$ cat src/rtl/idma_obi_ctrl_initiator_pkg.sv
// Shared types and constants for the iDMA control-window initiator and its decoder peer.
// Latency: n/a (types, constants and a pure address helper only).
// Backpressure: n/a.
package idma_obi_ctrl_initiator_pkg;

  // OBI channel layout used on the tile data crossbar
  localparam int unsigned OBI_IDW = 1;

  typedef struct packed {
    logic [31:0]        addr;
    logic               we;
    logic [3:0]         be;
    logic [31:0]        wdata;
    logic [OBI_IDW-1:0] aid;
    logic               a_optional;
  } core_obi_data_a_chan_t;

  typedef struct packed {
    core_obi_data_a_chan_t a;
    logic                  req;
  } core_obi_data_req_t;

  typedef struct packed {
    logic [31:0]        rdata;
    logic [OBI_IDW-1:0] rid;
    logic               err;
    logic               r_optional;
  } core_obi_data_r_chan_t;

  typedef struct packed {
    logic                  gnt;
    logic                  rvalid;
    core_obi_data_r_chan_t r;
  } core_obi_data_rsp_t;

  // Base of the iDMA control window; bit 8 must stay clear so it can carry the direction
  localparam logic [31:0] IDMA_CTRL_ADDR_START = 32'h0002_0000;

  // Register offsets inside one direction's half of the window (shared with the decoder)
  localparam logic [31:0] IDMA_REG_DST_OFFSET       = 32'h0000_00D0;
  localparam logic [31:0] IDMA_REG_SRC_OFFSET       = 32'h0000_00D8;
  localparam logic [31:0] IDMA_REG_LENGTH_OFFSET    = 32'h0000_00E0;
  localparam logic [31:0] IDMA_REG_NEXT_ID_0_OFFSET = 32'h0000_0044;
  localparam logic [31:0] IDMA_REG_DONE_ID_0_OFFSET = 32'h0000_0084;

  // Address bit selecting AXI2OBI (0) or OBI2AXI (1) register bank
  localparam int unsigned IDMA_DIR_BIT = 8;

  typedef enum logic [2:0] {
    ST_IDLE      = 3'd0,
    ST_WR_DST    = 3'd1,
    ST_WR_SRC    = 3'd2,
    ST_WR_LEN    = 3'd3,
    ST_RD_NEXT   = 3'd4,
    ST_POLL_WAIT = 3'd5,
    ST_RD_DONE   = 3'd6,
    ST_RESP      = 3'd7
  } idma_init_state_e;

  // Full bus address of a control register in the bank chosen by dir
  function automatic logic [31:0] idma_ctrl_addr(input logic [31:0] off, input logic dir);
    logic [31:0] a;
    a = IDMA_CTRL_ADDR_START + off;
    a[IDMA_DIR_BIT] = dir;
    return a;
  endfunction

endpackage

$ cat src/rtl/idma_obi_ctrl_initiator_if.sv
// OBI request/response bundle between an initiator and the crossbar or a slave model.
// Latency: none, plain wires.
// Backpressure: carried by the gnt/rvalid fields of the response.
interface idma_obi_ctrl_initiator_if #(
  parameter type obi_req_t = idma_obi_ctrl_initiator_pkg::core_obi_data_req_t,
  parameter type obi_rsp_t = idma_obi_ctrl_initiator_pkg::core_obi_data_rsp_t
) ();

  obi_req_t req;
  obi_rsp_t rsp;

  modport master (output req, input rsp);
  modport slave  (input req, output rsp);

endinterface

$ cat src/rtl/idma_obi_ctrl_initiator_single_access.sv
// Single outstanding OBI access: raises req while start_i is held, then waits for rvalid.
// Latency: done_o in the gnt cycle when rvalid comes with gnt, else in the rvalid cycle.
// Backpressure: req/addr/wdata held stable until gnt; no new request while a response is pending.
module idma_obi_single_access (
  input  logic        clk_i,
  input  logic        rst_ni,
  input  logic        start_i,
  input  logic        we_i,
  input  logic [31:0] addr_i,
  input  logic [31:0] wdata_i,
  output logic        done_o,
  output logic [31:0] rdata_o,
  output logic        err_o,
  idma_obi_ctrl_initiator_if.master bus
);

  logic rsp_pend_q, rsp_pend_d;
  logic issue;

  // REQ phase lasts while the caller holds start and no response is outstanding
  assign issue   = start_i && !rsp_pend_q;
  assign done_o  = (issue && bus.rsp.gnt && bus.rsp.rvalid) || (rsp_pend_q && bus.rsp.rvalid);
  assign err_o   = done_o && bus.rsp.r.err;
  assign rdata_o = bus.rsp.r.rdata;

  // Drive the request channel; every field is zero outside the REQ phase
  always_comb begin
    bus.req = '0;
    if (issue) begin
      bus.req.req     = 1'b1;
      bus.req.a.addr  = addr_i;
      bus.req.a.we    = we_i;
      bus.req.a.be    = 4'hF;
      bus.req.a.wdata = we_i ? wdata_i : 32'h0;
    end
  end

  // Track the RSP phase: granted but response not yet seen
  always_comb begin
    rsp_pend_d = rsp_pend_q;
    if (issue && bus.rsp.gnt && !bus.rsp.rvalid) begin
      rsp_pend_d = 1'b1;
    end else if (rsp_pend_q && bus.rsp.rvalid) begin
      rsp_pend_d = 1'b0;
    end
  end

  // Pending flag register; reset drops any in-flight response
  always_ff @(posedge clk_i or negedge rst_ni) begin
    if (!rst_ni) begin
      rsp_pend_q <= 1'b0;
    end else begin
      rsp_pend_q <= rsp_pend_d;
    end
  end

endmodule

$ cat src/rtl/idma_obi_ctrl_initiator.sv
// Programs DST/SRC/LENGTH of the iDMA control window, launches via NEXT_ID, polls DONE_ID.
// Latency: POLL_GAP+6 cycles accept-to-done with a zero-wait slave and a first-poll match.
// Backpressure: one descriptor at a time (ready only in IDLE); done held until done_ready_i.
module idma_obi_ctrl_initiator
  import idma_obi_ctrl_initiator_pkg::*;
#(
  parameter type         obi_req_t = core_obi_data_req_t,
  parameter type         obi_rsp_t = core_obi_data_rsp_t,
  parameter int unsigned POLL_GAP  = 4,
  parameter int unsigned MAX_POLLS = 0
) (
  input  logic        clk_i,
  input  logic        rst_ni,
  input  logic        desc_valid_i,
  output logic        desc_ready_o,
  input  logic        desc_dir_i,
  input  logic [31:0] desc_src_i,
  input  logic [31:0] desc_dst_i,
  input  logic [31:0] desc_len_i,
  output obi_req_t    obi_req_o,
  input  obi_rsp_t    obi_rsp_i,
  output logic        done_valid_o,
  input  logic        done_ready_i,
  output logic [31:0] done_id_o,
  output logic        done_err_o,
  output logic        busy_o
);

  localparam logic [31:0] GapLast  = (POLL_GAP == 0) ? 32'd0 : POLL_GAP - 32'd1;
  localparam logic [31:0] MaxPolls = MAX_POLLS;

  idma_obi_ctrl_initiator_if #(.obi_req_t(obi_req_t), .obi_rsp_t(obi_rsp_t)) bus ();

  assign obi_req_o = bus.req;
  assign bus.rsp   = obi_rsp_i;

  idma_init_state_e state_q;
  logic             dir_q;
  logic [31:0]      src_q, dst_q, len_q;
  logic [31:0]      launch_id_q, gap_cnt_q, poll_cnt_q;
  logic             done_valid_q, done_err_q;
  logic [31:0]      done_id_q;

  logic        acc_start, acc_we, acc_done, acc_err;
  logic [31:0] acc_addr, acc_wdata, acc_rdata;

  // Decode which register access the current state performs
  always_comb begin
    acc_start = 1'b0;
    acc_we    = 1'b0;
    acc_addr  = 32'h0;
    acc_wdata = 32'h0;
    case (state_q)
      ST_WR_DST: begin
        acc_start = 1'b1;
        acc_we    = 1'b1;
        acc_addr  = idma_ctrl_addr(IDMA_REG_DST_OFFSET, dir_q);
        acc_wdata = dst_q;
      end
      ST_WR_SRC: begin
        acc_start = 1'b1;
        acc_we    = 1'b1;
        acc_addr  = idma_ctrl_addr(IDMA_REG_SRC_OFFSET, dir_q);
        acc_wdata = src_q;
      end
      ST_WR_LEN: begin
        acc_start = 1'b1;
        acc_we    = 1'b1;
        acc_addr  = idma_ctrl_addr(IDMA_REG_LENGTH_OFFSET, dir_q);
        acc_wdata = len_q;
      end
      ST_RD_NEXT: begin
        acc_start = 1'b1;
        acc_addr  = idma_ctrl_addr(IDMA_REG_NEXT_ID_0_OFFSET, dir_q);
      end
      ST_RD_DONE: begin
        acc_start = 1'b1;
        acc_addr  = idma_ctrl_addr(IDMA_REG_DONE_ID_0_OFFSET, dir_q);
      end
      default: ;
    endcase
  end

  idma_obi_single_access i_access (
    .clk_i   (clk_i),
    .rst_ni  (rst_ni),
    .start_i (acc_start),
    .we_i    (acc_we),
    .addr_i  (acc_addr),
    .wdata_i (acc_wdata),
    .done_o  (acc_done),
    .rdata_o (acc_rdata),
    .err_o   (acc_err),
    .bus     (bus)
  );

  // Sequencer: latch descriptor, walk the register accesses, poll, report completion
  always_ff @(posedge clk_i or negedge rst_ni) begin
    if (!rst_ni) begin
      state_q      <= ST_IDLE;
      dir_q        <= 1'b0;
      src_q        <= 32'h0;
      dst_q        <= 32'h0;
      len_q        <= 32'h0;
      launch_id_q  <= 32'h0;
      gap_cnt_q    <= 32'h0;
      poll_cnt_q   <= 32'h0;
      done_valid_q <= 1'b0;
      done_err_q   <= 1'b0;
      done_id_q    <= 32'h0;
    end else if (acc_done && acc_err) begin
      // Bus error aborts the sequence; report whatever ID has been launched so far
      state_q      <= ST_RESP;
      done_valid_q <= 1'b1;
      done_err_q   <= 1'b1;
      done_id_q    <= launch_id_q;
    end else begin
      case (state_q)
        ST_IDLE: begin
          if (desc_valid_i) begin
            dir_q       <= desc_dir_i;
            src_q       <= desc_src_i;
            dst_q       <= desc_dst_i;
            len_q       <= desc_len_i;
            launch_id_q <= 32'h0;
            poll_cnt_q  <= 32'h0;
            if (desc_len_i == 32'h0) begin
              state_q      <= ST_RESP;
              done_valid_q <= 1'b1;
              done_err_q   <= 1'b0;
              done_id_q    <= 32'h0;
            end else begin
              state_q <= ST_WR_DST;
            end
          end
        end
        ST_WR_DST: if (acc_done) state_q <= ST_WR_SRC;
        ST_WR_SRC: if (acc_done) state_q <= ST_WR_LEN;
        ST_WR_LEN: if (acc_done) state_q <= ST_RD_NEXT;
        ST_RD_NEXT: begin
          if (acc_done) begin
            launch_id_q <= acc_rdata;
            gap_cnt_q   <= 32'h0;
            state_q     <= (POLL_GAP == 0) ? ST_RD_DONE : ST_POLL_WAIT;
          end
        end
        ST_POLL_WAIT: begin
          if (gap_cnt_q == GapLast) begin
            state_q <= ST_RD_DONE;
          end else begin
            gap_cnt_q <= gap_cnt_q + 32'd1;
          end
        end
        ST_RD_DONE: begin
          if (acc_done) begin
            if (acc_rdata == launch_id_q) begin
              state_q      <= ST_RESP;
              done_valid_q <= 1'b1;
              done_err_q   <= 1'b0;
              done_id_q    <= launch_id_q;
            end else if ((MaxPolls != 32'h0) && (poll_cnt_q + 32'd1 == MaxPolls)) begin
              state_q      <= ST_RESP;
              done_valid_q <= 1'b1;
              done_err_q   <= 1'b1;
              done_id_q    <= launch_id_q;
            end else begin
              poll_cnt_q <= poll_cnt_q + 32'd1;
              gap_cnt_q  <= 32'h0;
              state_q    <= (POLL_GAP == 0) ? ST_RD_DONE : ST_POLL_WAIT;
            end
          end
        end
        ST_RESP: begin
          if (done_ready_i) begin
            state_q      <= ST_IDLE;
            done_valid_q <= 1'b0;
            done_err_q   <= 1'b0;
            done_id_q    <= 32'h0;
          end
        end
        default: state_q <= ST_IDLE;
      endcase
    end
  end

  assign desc_ready_o = (state_q == ST_IDLE);
  assign busy_o       = (state_q != ST_IDLE);
  assign done_valid_o = done_valid_q;
  assign done_err_o   = done_err_q;
  assign done_id_o    = done_id_q;

endmodule

$ cat config.mk
export PLATFORM = sky130hd
export DESIGN_NAME = idma_obi_ctrl_initiator
export DESIGN_NICKNAME = d
export VERILOG_FILES = /design/src/rtl/idma_obi_ctrl_initiator_pkg.sv /design/src/rtl/idma_obi_ctrl_initiator_if.sv /design/src/rtl/idma_obi_ctrl_initiator_single_access.sv /design/src/rtl/idma_obi_ctrl_initiator.sv
export SDC_FILE = /design/constraint.sdc
export NUM_CORES = 1
export LEC_CHECK = 0
export ABC_AREA = 0
export CAP_MARGIN = 20
export CORE_ASPECT_RATIO = 1.5
export CORE_MARGIN = 8
export CORE_UTILIZATION = 40
export CTS_CLUSTER_DIAMETER = 30
export CTS_CLUSTER_SIZE = 28
export DETAILED_ROUTE_END_ITERATION = 8
export PLACE_DENSITY_LB_ADDON = 0.05
export SLEW_MARGIN = 20
export SYNTH_ARGS = -nofsm -noshare
export SYNTH_HDL_FRONTEND = slang
export SYNTH_SLANG_ARGS = --single-unit
$ cat constraint.sdc
create_clock -name clk_i -period 5.4 [get_ports clk_i]
set_input_delay 0.54 -clock clk_i [delete_from_list [all_inputs] [get_ports clk_i]]
set_output_delay 0.54 -clock clk_i [all_outputs]
set_load 0.1 [all_outputs]
### Yosys cells after proc, flatten, opt, wreduce, memory -nomap -nowiden

Cells that the tools add are included.

| operators by class | value |
|---|---|
| add/sub/neg operators | 1 |
| eq/ne operators | 24 |
| muxes and demuxes | 49 |
| bitwise operators | 1 |
| reductions and logical operators | 24 |

Operator list:

| cell | number |
|---|---|
| two-way mux 32 bit | 13 |
| case mux 32 bit (3 select lines) | 3 |
| case mux 18 bit (5 select lines) | 1 |
| case mux 32 bit (2 select lines) | 1 |
| two-way mux 55 bit | 1 |
| adder 32 x 1 -> 32 bit, second input constant | 1 |
| equality test 32 x 2 -> 1 bit, second input constant | 1 |
| equality test 32 bit | 1 |
| logical NOT 32 bit | 1 |
| two-way mux 3 bit | 10 |
| != test 3 bit, second input constant | 8 |
| case mux 3 bit (8 select lines) | 1 |
| two-way mux 1 bit | 16 |
| equality test 3 bit, second input constant | 4 |
| AND reduction 6 bit | 2 |
| != test 2 bit, second input constant | 5 |
| AND reduction 8 bit | 1 |
| logical AND 1 bit | 7 |
| equality test 3 x 2 -> 1 bit, second input constant | 2 |
| case mux 1 bit (3 select lines) | 2 |
| nonzero test 3 bit | 2 |
| OR reduction 5 bit | 1 |
| AND reduction 4 bit | 1 |
| nonzero test 2 bit | 2 |
| other kinds (11) | 12 |

| word-level totals | value |
|---|---|
| flip-flop bits (word level) | 199 |
| output and inout port bits | 108 |
| logic and storage cells | 110 |

### Longest topological paths before layout

Gate-level depths: netlist (run 1).

| logic depth | value |
|---|---|
| depth in word-level cells | 11 |
| depth in mapped cells | 9 |
| mapped depth without buffers | 7 |

### Hierarchy

Synthesis (run 1) repeated with hierarchy kept, for this count alone.

| unflattened totals | value |
|---|---|
| cell total of the unflattened synthesis | 1,034 |
| area total of the unflattened synthesis | 10,596.4 µm² |

Modules (own cells, without submodules):

| module | times used | cells an instance | area each (µm²) | sequential area each (µm²) |
|---|---|---|---|---|
| idma_obi_ctrl_initiator | 1 | 912 | 9,761.9 | 4,954.8 |
| idma_obi_single_access | 1 | 122 | 834.6 | 25.0 |

### Least setup slack after synthesis (run 1)

Ideal clock, no wire load.

| timing | value |
|---|---|
| path type | register -> output |
| from | register state_q[0] |
| to | output obi_req_o[43] (netlist bit) |
| arrival | 3.984 ns |
| required time | 4.860 ns |
| path slack | 0.876 ns |
| cell stages (with the launch flop) | 5 |
| buffers on the path | 3 |
| path through | dfrtp_1 -> buf_2 -> buf_1 -> clkbuf_1 -> nor4_1 |

RTL lines:

| what | RTL line | source |
|---|---|---|
| from (decl) | idma_obi_ctrl_initiator.sv:37 | `idma_init_state_e state_q;` |
| from (signal assigned) | idma_obi_ctrl_initiator.sv:144 | `state_q <= (POLL_GAP == 0) ? ST_RD_DONE : ST_POLL_WAIT;` |
| from (signal assigned) | idma_obi_ctrl_initiator.sv:169 | `state_q <= (POLL_GAP == 0) ? ST_RD_DONE : ST_POLL_WAIT;` |
| to (decl) | idma_obi_ctrl_initiator.sv:20 | `output obi_req_t obi_req_o,` |

==> metrics.md, run 1 <==
| Metric | Value |
|---|---|
| Final setup violation count | `0` |
| Worst path max stage delay | `1.13 ns` |
| Final #Nets | `1273` |
| Placer Congestion | `0.778` |
| Post-CTS Setup Bufs | `0` |
| I/O pin cnt | `246` |
| Clock Pin Slew Worst Setup and Hold Paths | `0.07 ns` |
| Post-synth EDFFs | `0` |
| Number of buffers created by CTS | `17` |
| Placed inst area | `12100 um^2` |
| Cell variety after synth | `57` |
| Required @ worst endpoint | `4.86 ns` |
| Critical path origin | `state_q[0]` |
| Clock sinks | `199` |
| Ratio of cells with drive above 1 in the final layout | `16.1%` |
| Placed insts | `1438` |
| Vias | `7647` |
| Period Utilization, post-route | `78.5%` |
| Die H | `208 um` |
| Minimum clock period | `4.24 ns` |
| Initial DRT Pass Iterations | `4` |
| CP Data Arrival Time | `3.70 ns` |
| DR vias/cell | `5.19` |
| CTS root buffer | `clkbuf_16` |
| Final hold viol count | `0` |
| Leak | `5.38 nW` |
| Routed WL | `28.1 mm` |
| Largest net degree at the start of global routing | `122` |
| Avg Inst Size Synth | `10.4 um^2` |
| Syn. warnings | `0` |
| Pins Over Slew Limit | `0` |
| GR Util met1 | `22.3%` |
| Vias in the first global route | `7874` |
| Launching point of the worst reg2reg path | `state_q[0]` |
| Slowest CP cell | `clkdlybuf4s50_1` |
| Starting Density | `40.6%` |
| Post-CTS resize count | `0` |
| Synth-to-Final Area Change | `29.1%` |
| Most used routing layer | `met2` |
| Total power after layout | `8.27 mW` |
| Skew final | `0.0149 ns` |
| Worst-path cell chain | `or3_4, inv_1, a21oi_1, nor2b_1, and2_1, clkdlybuf4s50_1` |
| Peak supply drop | `0.667 mV` |
| Row count | `70` |
| Ys flop type | `dfrtp_1` |
| Crit Path Max Fanout | `25` |
| Mapped Area | `9880 um^2` |
| M3 GR Usage | `7.04%` |
| CTS Hold Bufs | `0` |
| Result of the run | `finished clean` |
| Area of the core | `24300 um^2` |
| First-pass GRT wire length | `44.0 mm` |
| Setup total negative slack | `0 ns` |
| Final Instance Area | `12800 um^2` |
| Total global-route track usage | `18.9%` |
| Util after Layout | `52.4%` |
| Critical path endpoint category | `output pin` |
| Finished Layout Cells | `1473` |
| Reg2reg setup slack | `1.70 ns` |
| Antenna-violating nets left | `0` |
| Seq/Total Area, Yosys | `50.4%` |
| Synthesized flop and latch total | `199` |
| Antenna violations before repair | `4` |
| Hpwl dp | `19.9 mm` |
| Crit path kind | `reg2out` |
| DRT iter0 DRCs | `356` |
| Worst skew pair latency | `0.44 ns` |
| Routed len/inst | `19.1 um` |
| Max Cap Viol | `0` |
| H-tree depth | `4` |
| Rel. slew slack | `27.9%` |
| Ys async rst share | `100%` |
| I/O Buffers | `217` |
| Die area | `30100 um^2` |
| Die width | `144 um` |
| FMAX | `236 MHz` |
| Synthesized instance count | `949` |
| M2 GR Usage | `30.8%` |
| RSZ-0062 raised after global routing | `false` |
| Overflow after GRT | `0` |
| Tightest Pin Transition | `1.08 ns` |
| Pwr Density | `648 nW/um^2` |
| Post-route DRC violation count | `0` |
| Startpoint type of the worst setup path | `register` |
| TritonCTS clock tree | `done` |
| Hold Path Class | `in2async` |
| CTS Buffer Depth | `2` |
where the power goes:
group / switching (mW) / internal [mW] / total, mW
Combinational: 3.14 / 1.38 / 4.52
Clock: 0.577 / 0.681 / 1.26
Sequential: 0.427 / 2.07 / 2.49
Total: 4.14 / 4.12 / 8.27
cells by family after synthesis:
group | Yosys count | share of synthesized area (%)
simple gates | 301 | 14.0
flops | 199 | 50.4
compound gates | 190 | 12.8
mux | 130 | 14.4
buf+inv | 95 | 5.37
xor+xnor | 32 | 2.84
fa+ha+maj | 1 | 0.127
other cells | 1 | 0.0380
final cells by class:
| type | instances | area, um^2 |
|---|---|---|
| Antenna cell | 2 | 5.00 |
| Clock buffer | 20 | 437 |
| Clock inverter | 12 | 130 |
| Fill cell | 2307 | 11600 |
| Inverter | 8 | 30.0 |
| Multi-Input combinational cell | 680 | 4490 |
| Sequential cell | 199 | 4980 |
| Tap cell | 324 | 405 |
| Timing Repair Buffer | 228 | 2280 |
stage by stage:
step                worst slack (ns)  hold slack (ns)
floorplan                      0.876            0.244
global placement                1.59            0.463
detailed placement              1.60            0.471
CTS                             1.09            0.296
global route                   0.977           0.0358
finish                          1.16           0.0269
flip-flops by register name, summed over array words and instances, names as in the netlist:
register and flops:
done_err_o 1, launch_id_q 32, done_id_o 32, done_valid_o 1, state_q 3, gap_cnt_q 32
len_q 32, dst_q 32, dir_q 1, i_access.rsp_pend_q 1, src_q 32
cells in the final DEF (no fill, tap or decap), types with 3 or more instances in the layout:
cell / Yosys / layout
and3_1: 5 / 5
mux2i_1: 33 / 33
o211ai_1: 3 / 3
clkdlybuf4s50_1: 0 / 216
mux2_2: 97 / 97
dfrtp_1: 199 / 198
o21a_1: 5 / 5
a22o_1: 6 / 6
nand4_1: 11 / 11
a31o_2: 3 / 3
clkinvlp_4: 0 / 5
a31oi_1: 28 / 28
nand3_1: 14 / 13
nor2b_1: 3 / 3
or3_1: 3 / 3
nand4b_1: 3 / 3
o21ai_0: 49 / 49
inv_1: 7 / 7
a21oi_1: 52 / 52
a22o_2: 26 / 26
and2_1: 7 / 7
clkinv_2: 0 / 3
nor2_1: 102 / 100
nand2_1: 105 / 105
clkbuf_16: 0 / 17
a21o_1: 3 / 3
xor2_1: 19 / 19
nor3_1: 12 / 12
buf_4: 31 / 10
clkbuf_1: 34 / 3
nor4_1: 22 / 22
nor2_2: 1 / 3
xnor2_1: 13 / 13
conb_1: 1 / 26
critical path, delay by kind of cell, from the launching register on:
kind                   cells  cell delay [ns]
buffers and inverters      2             1.23
AND/OR/NAND/NOR            3             0.90
AO/OA/AOI/OAI              1             0.30
flip-flops                 1             0.81
final timing paths:
check / end / cells past startpoint
max: obi_req_o[48] / 6
min: done_id_o[11] / 1
max reg2reg: state_q[2] / 6
min reg2reg: done_err_o / 1
max in group asynchronous: dst_q[26] / 3
min in group clk_i: done_err_o / 1
synth_stat cells (all sizes together), types with 2 or more instances:
library cell  number  share of area [%]
nand4             11               0.70
nand4b             3               0.27
nand2            105                4.0
mux2              97                 11
nor4              24                1.7
nor2b              3               0.19
nor3b              2               0.15
nor3              12               0.61
o211ai             3               0.23
o221ai             2               0.18
inv                8               0.30
nor2             103                3.9
a31oi             28                1.8
clkbuf            34                1.3
nand3             14               0.71
or3                4               0.30
xnor2             13                1.2
dfrtp            199                 50
or2                2               0.13
and3               5               0.32
o21ai             49                2.5
and4               2               0.18
a21o               3               0.23
a41oi              2               0.25
o31a               2               0.18
buf               53                3.8
and2               7               0.44
a22o              32                3.2
a211oi             2               0.15
o21a               5               0.38
a21oi             52                2.6
xor2              19                1.7
a31o               3               0.27
mux2i             33                3.3
routing by layer:
layer	vias up	routed length, um
li1	3680	-
met1	3720	11400
met2	213	13800
met3	30	2270
met4	4	546
met5	-	22
(Power assumes the default switching activity.)
==> inputs of run 2 (changes only) <==
==> constraint.sdc (replaced) <==
create_clock -name clk_i -period 4.32 [get_ports clk_i]
set_input_delay 0.432 -clock clk_i [delete_from_list [all_inputs] [get_ports clk_i]]
set_output_delay 0.432 -clock clk_i [all_outputs]
set_load 0.1 [all_outputs]
==> metrics.md, run 2 (synthesized netlist as in run 1, its figures left out) <==
| Metric | Value |
|---|---|
| RSZ-0062 raised after global routing | `false` |
| Peak supply drop | `0.779 mV` |
| Post-route DRC violation count | `0` |
| Hpwl dp | `19.9 mm` |
| Hold Path Class | `in2async` |
| Metal3 WL | `2.07 mm` |
| Result of the run | `finished clean` |
| Number of buffers created by CTS | `17` |
| Synth-to-Final Area Change | `28.3%` |
| Antenna violations before repair | `4` |
| CP Data Arrival Time | `2.89 ns` |
| CTS root buffer | `clkbuf_16` |
| DR vias/cell | `5.16` |
| Top sig layer | `met5` |
| Rel. slew slack | `27.6%` |
| Antenna-violating nets left | `0` |
| Post-CTS Setup Bufs | `0` |
| Post-CTS resize count | `0` |
| Period Utilization, post-route | `76.9%` |
| Startpoint type of the worst setup path | `register` |
| Reg2reg setup slack | `1.36 ns` |
| Met2 wire length | `14.3 mm` |
| Skew final | `0.0101 ns` |
| Worst setup slack after layout | `0.999 ns` |
| Filler cells | `2333` |
| Leak | `5.48 nW` |
| Clock Pin Slew Worst Setup and Hold Paths | `0.07 ns` |
| Setup total negative slack | `0 ns` |
| Die area | `30100 um^2` |
| Largest net degree at the start of global routing | `118` |
| Initial DRT Pass Iterations | `5` |
| Crit path kind | `reg2out` |
| CTS Buffer Depth | `2` |
| Area of the core | `24300 um^2` |
| RR Endpoint | `done_id_o[18]` |
| Vias in the first global route | `7897` |
| Most frequent cells in the layout | `198 x dfrtp_1, 173 x clkdlybuf4s50_1, 105 x nand2_1, 101 x nor2_1, 97 x mux2_2` |
| DP Worst Slack | `0.925 ns` |
| Placer Congestion | `0.771` |
| Die H | `208 um` |
| Total global-route track usage | `18.9%` |
| Crit Path Max Fanout | `17` |
| Max Cap Viol | `0` |
| DRT iter0 DRCs | `377` |
| Launching point of the worst reg2reg path | `state_q[2]` |
| Pwr Density | `809 nW/um^2` |
| FMAX | `301 MHz` |
| Commonest non-fill, non-tap cell in the layout | `dfrtp_1` |
| FF/Latch Area | `4980 um^2` |
| CTS Hold Bufs | `0` |
| I/O Buffers | `217` |
| Multi-input logic area | `4480 um^2` |
| Worst Reg2Reg Path Length in Cells | `7` |
| Final #Nets | `1279` |
| Die width | `144 um` |
| Final hold viol count | `0` |
| Ratio of cells with drive above 1 in the final layout | `20.4%` |
| H-tree depth | `4` |
| Starting Density | `40.6%` |
| TritonCTS clock tree | `done` |
| Overflow after GRT | `0` |
| Required @ worst endpoint | `3.89 ns` |
| Final setup violation count | `0` |
| Tightest Pin Transition | `1.08 ns` |
| Pins Over Slew Limit | `0` |
| Row count | `70` |
| Clock sinks | `199` |
| First-pass GRT wire length | `44.2 mm` |
| Routed WL | `27.9 mm` |
| Routed len/inst | `18.9 um` |
| Critical path endpoint category | `output pin` |
| Minimum clock period | `3.32 ns` |
| Worst skew pair latency | `0.43 ns` |
| Met1 WL | `11.3 mm` |
| Vias | `7636` |
| I/O pin cnt | `246` |
==> run 2: changes by cell type in the layout (fill, tap and decap cells not counted), sizes merged <==
cell / delta
buf: +49
clkdlybuf4s50: -43
clkinvlp: -4
clkbuf: +2
clkinv: +2
bufinv: -1
inv: +1
==> run 2: per-stage QoR <==
stage          std cells  power, mW  instance area [um^2]  hold slack, ns  utilization [%]
2_1_floorplan        974       7.48                  9980           0.136                -
3_3_place_gp        1444       8.73                 12100           0.464             49.6
3_5_place_dp        1444       8.78                 12100           0.474             49.6
4_1_cts             1476       10.4                 12700           0.174             52.0
5_1_grt             1479       10.8                 12700           0.202             52.0
6_report            1479       10.3                 12700           0.128             52.0
==> run 2: layer usage <==
metal | track usage [%] | vias up
met4 | 4.43 | 4
li1 | - | 3699
met5 | 0 | -
met1 | 22.4 | 3728
met3 | 6.58 | 14
met2 | 32.1 | 191
==> run 2: report_power, final <==
group          leakage (nW)  switching [mW]  internal, mW
registers              2.56           0.515          2.58
logic                  2.63            3.94          1.66
clock network         0.280           0.709         0.845
==> run 2: how the worst max path moves through the flow <==
stage,to,start
floorplan,obi_req_o[57],state_q[0]
global placement,done_id_o[9],obi_rsp_i[16]
detailed placement,done_id_o[1],obi_rsp_i[8]
CTS,desc_ready_o,state_q[0]
global route,obi_req_o[48],state_q[2]
finish,desc_ready_o,state_q[0]
==> run 2: critical path: stages, from the launching register on <==
cell and delay (ns):
dfrtp_2 0.58, or3_4 0.47, inv_1 0.19, clkdlybuf4s50_1 1.22
==> run 2: area by class of cell <==
class | instances | area share (%)
Sequential cell | 199 | 39.3
Multi-Input combinational cell | 680 | 35.4
Timing Repair Buffer | 234 | 17.3
Clock buffer | 22 | 3.74
Tap cell | 324 | 3.20
Clock inverter | 10 | 0.760
Inverter | 8 | 0.237
Antenna cell | 2 | 0.0395
==> inputs of run 3 (changes only) <==
==> constraint.sdc (replaced) <==
create_clock -name clk_i -period 3.1 [get_ports clk_i]
set_input_delay 0.31 -clock clk_i [delete_from_list [all_inputs] [get_ports clk_i]]
set_output_delay 0.31 -clock clk_i [all_outputs]
set_load 0.1 [all_outputs]
==> metrics.md, run 3 (synthesized netlist as in run 1, its figures left out) <==
| Metric | Value |
|---|---|
| Hold Path Class | `in2reg` |
| DP Worst Slack | `0.185 ns` |
| DRT iter0 DRCs | `337` |
| Routed WL | `28.1 mm` |
| Filler cells | `2198` |
| Pins Over Slew Limit | `0` |
| Worst Reg2Reg Path Length in Cells | `7` |
| Ratio of cells with drive above 1 in the final layout | `25.0%` |
| First-pass GRT wire length | `44.8 mm` |
| Finished Layout Cells | `1490` |
| I/O pin cnt | `246` |
| Die H | `208 um` |
| Area of the core | `24300 um^2` |
| Tightest Pin Transition | `0.987 ns` |
| Starting Density | `40.6%` |
| RSZ-0062 raised after global routing | `false` |
| Antenna-violating nets left | `0` |
| Worst skew pair latency | `0.43 ns` |
| Post-CTS resize count | `0` |
| CTS Buffer Depth | `2` |
| TritonCTS clock tree | `done` |
| Clock Pin Slew Worst Setup and Hold Paths | `0.07 ns` |
| Pwr Density | `1140 nW/um^2` |
| Initial DRT Pass Iterations | `5` |
| Die area | `30100 um^2` |
| CTS root buffer | `clkbuf_16` |
| Max Cap Viol | `0` |
| Die width | `144 um` |
| Row count | `70` |
| Crit Path Max Fanout | `18` |
| CP Data Arrival Time | `2.51 ns` |
| DR vias/cell | `5.20` |
| Leak | `5.71 nW` |
| Period Utilization, post-route | `91.1%` |
| Clock sinks | `199` |
| Post-route DRC violation count | `0` |
| Final #Nets | `1291` |
| Required @ worst endpoint | `2.79 ns` |
| Final hold viol count | `0` |
| Placed insts | `1456` |
| Most frequent cells in the layout | `198 x dfrtp_1, 161 x clkdlybuf4s50_1, 105 x nand2_1, 97 x mux2_2, 73 x nor2_1` |
| Setup total negative slack | `0 ns` |
| Number of buffers created by CTS | `17` |
| Overflow after GRT | `0` |
| Routed len/inst | `18.8 um` |
| Hold path depth | `3` |
| Placer Congestion | `0.823` |
| Critical path endpoint category | `output pin` |
| Final setup violation count | `0` |
| FMAX | `354 MHz` |
| Total global-route track usage | `19.2%` |
| Commonest non-fill, non-tap cell in the layout | `dfrtp_1` |
| Vias in the first global route | `7940` |
| Minimum clock period | `2.82 ns` |
| Result of the run | `finished clean` |
| Synth-to-Final Area Change | `35.5%` |
| Startpoint type of the worst setup path | `register` |
| H-tree depth | `4` |
| Antenna violations before repair | `5` |
| Largest net degree at the start of global routing | `98` |
| Peak supply drop | `1.15 mV` |
| Rel. slew slack | `34.0%` |
| Hpwl dp | `20.1 mm` |
| Worst setup slack after layout | `0.277 ns` |
| Final Instance Area | `13400 um^2` |
| I/O Buffers | `217` |
| Crit path kind | `reg2out` |
| Vias | `7754` |
| Skew final | `0.00833 ns` |
| Placed inst area | `12800 um^2` |
## run 3: changes by cell type in the layout (fill, tap and decap cells not counted), sizes merged
| cell | before | now |
|---|---|---|
| clkinvlp | 1 | 2 |
| clkdlybuf4s50 | 173 | 161 |
| diode | 2 | 1 |
| bufinv | 1 | 0 |
| inv | 9 | 12 |
| buf | 60 | 83 |
| dlygate4sd3 | 0 | 1 |
| clkbuf | 23 | 20 |
## run 3: worst paths after layout
path	start	end	slack, ns
setup / recovery	state_q[1]	obi_req_o[3]	0.28
hold / removal	obi_rsp_i[8]	launch_id_q[5]	0.47
setup reg to reg	launch_id_q[5]	done_id_o[8]	0.54
hold reg to reg	gap_cnt_q[31]	gap_cnt_q[31]	0.49
max in group asynchronous	rst_ni	gap_cnt_q[10]	1.75
min in group asynchronous	rst_ni	done_id_o[12]	0.50
## run 3: final cells by class
cell class	count	area, um^2	area share, %
flip-flops and latches	199	4980	37.2
multi-input cells	680	4570	34.1
repair buffers	246	2860	21.4
clock buffers	19	443	3.31
well taps	324	405	3.03
clock inverters	13	98.8	0.738
inverters	8	30.0	0.224
diodes	1	2.50	0.0187
## run 3: worst max-delay path: stages, from the launching register on
cell and delay [ns]:
dfrtp_1 0.44, nor2_1 0.13, or3_2 0.71, buf_4 0.35
nor2_1 0.23, buf_12 0.21
## run 3: power breakdown
part	total [mW]	switching (mW)	internal, mW
Clock	2.09	1.03	1.06
Sequential	4.25	0.643	3.60
Combinational	8.93	5.83	3.10
Total	15.3	7.50	7.77
## run 3: per-stage QoR
stage                     utilization (%)  total power [mW]  hold WS, ns
after floorplan                         -              10.6       0.0144
after global placement               52.7              13.2        0.410
after detailed placement             52.7              13.3        0.409
after CTS                            55.0              15.4        0.452
after global routing                 55.0              16.1        0.462
final                                55.0              15.3        0.472
## run 3: per-layer routing
layer	part of all wire (%)	global-route usage (%)	vias up	routed length, um
li1	-	-	3716	-
met1	40	22.3	3799	11100
met2	51	32.3	209	14300
met3	8.4	7.52	22	2360
met4	0.87	4.57	8	244
met5	0.15	0	-	41
## run 3: timing repair
action	4_1_cts	5_1_grt
buffers inserted	0	0
hold endpoints to repair	78	0
endpoints found under the setup margin	0	0
hold buffers	1	0
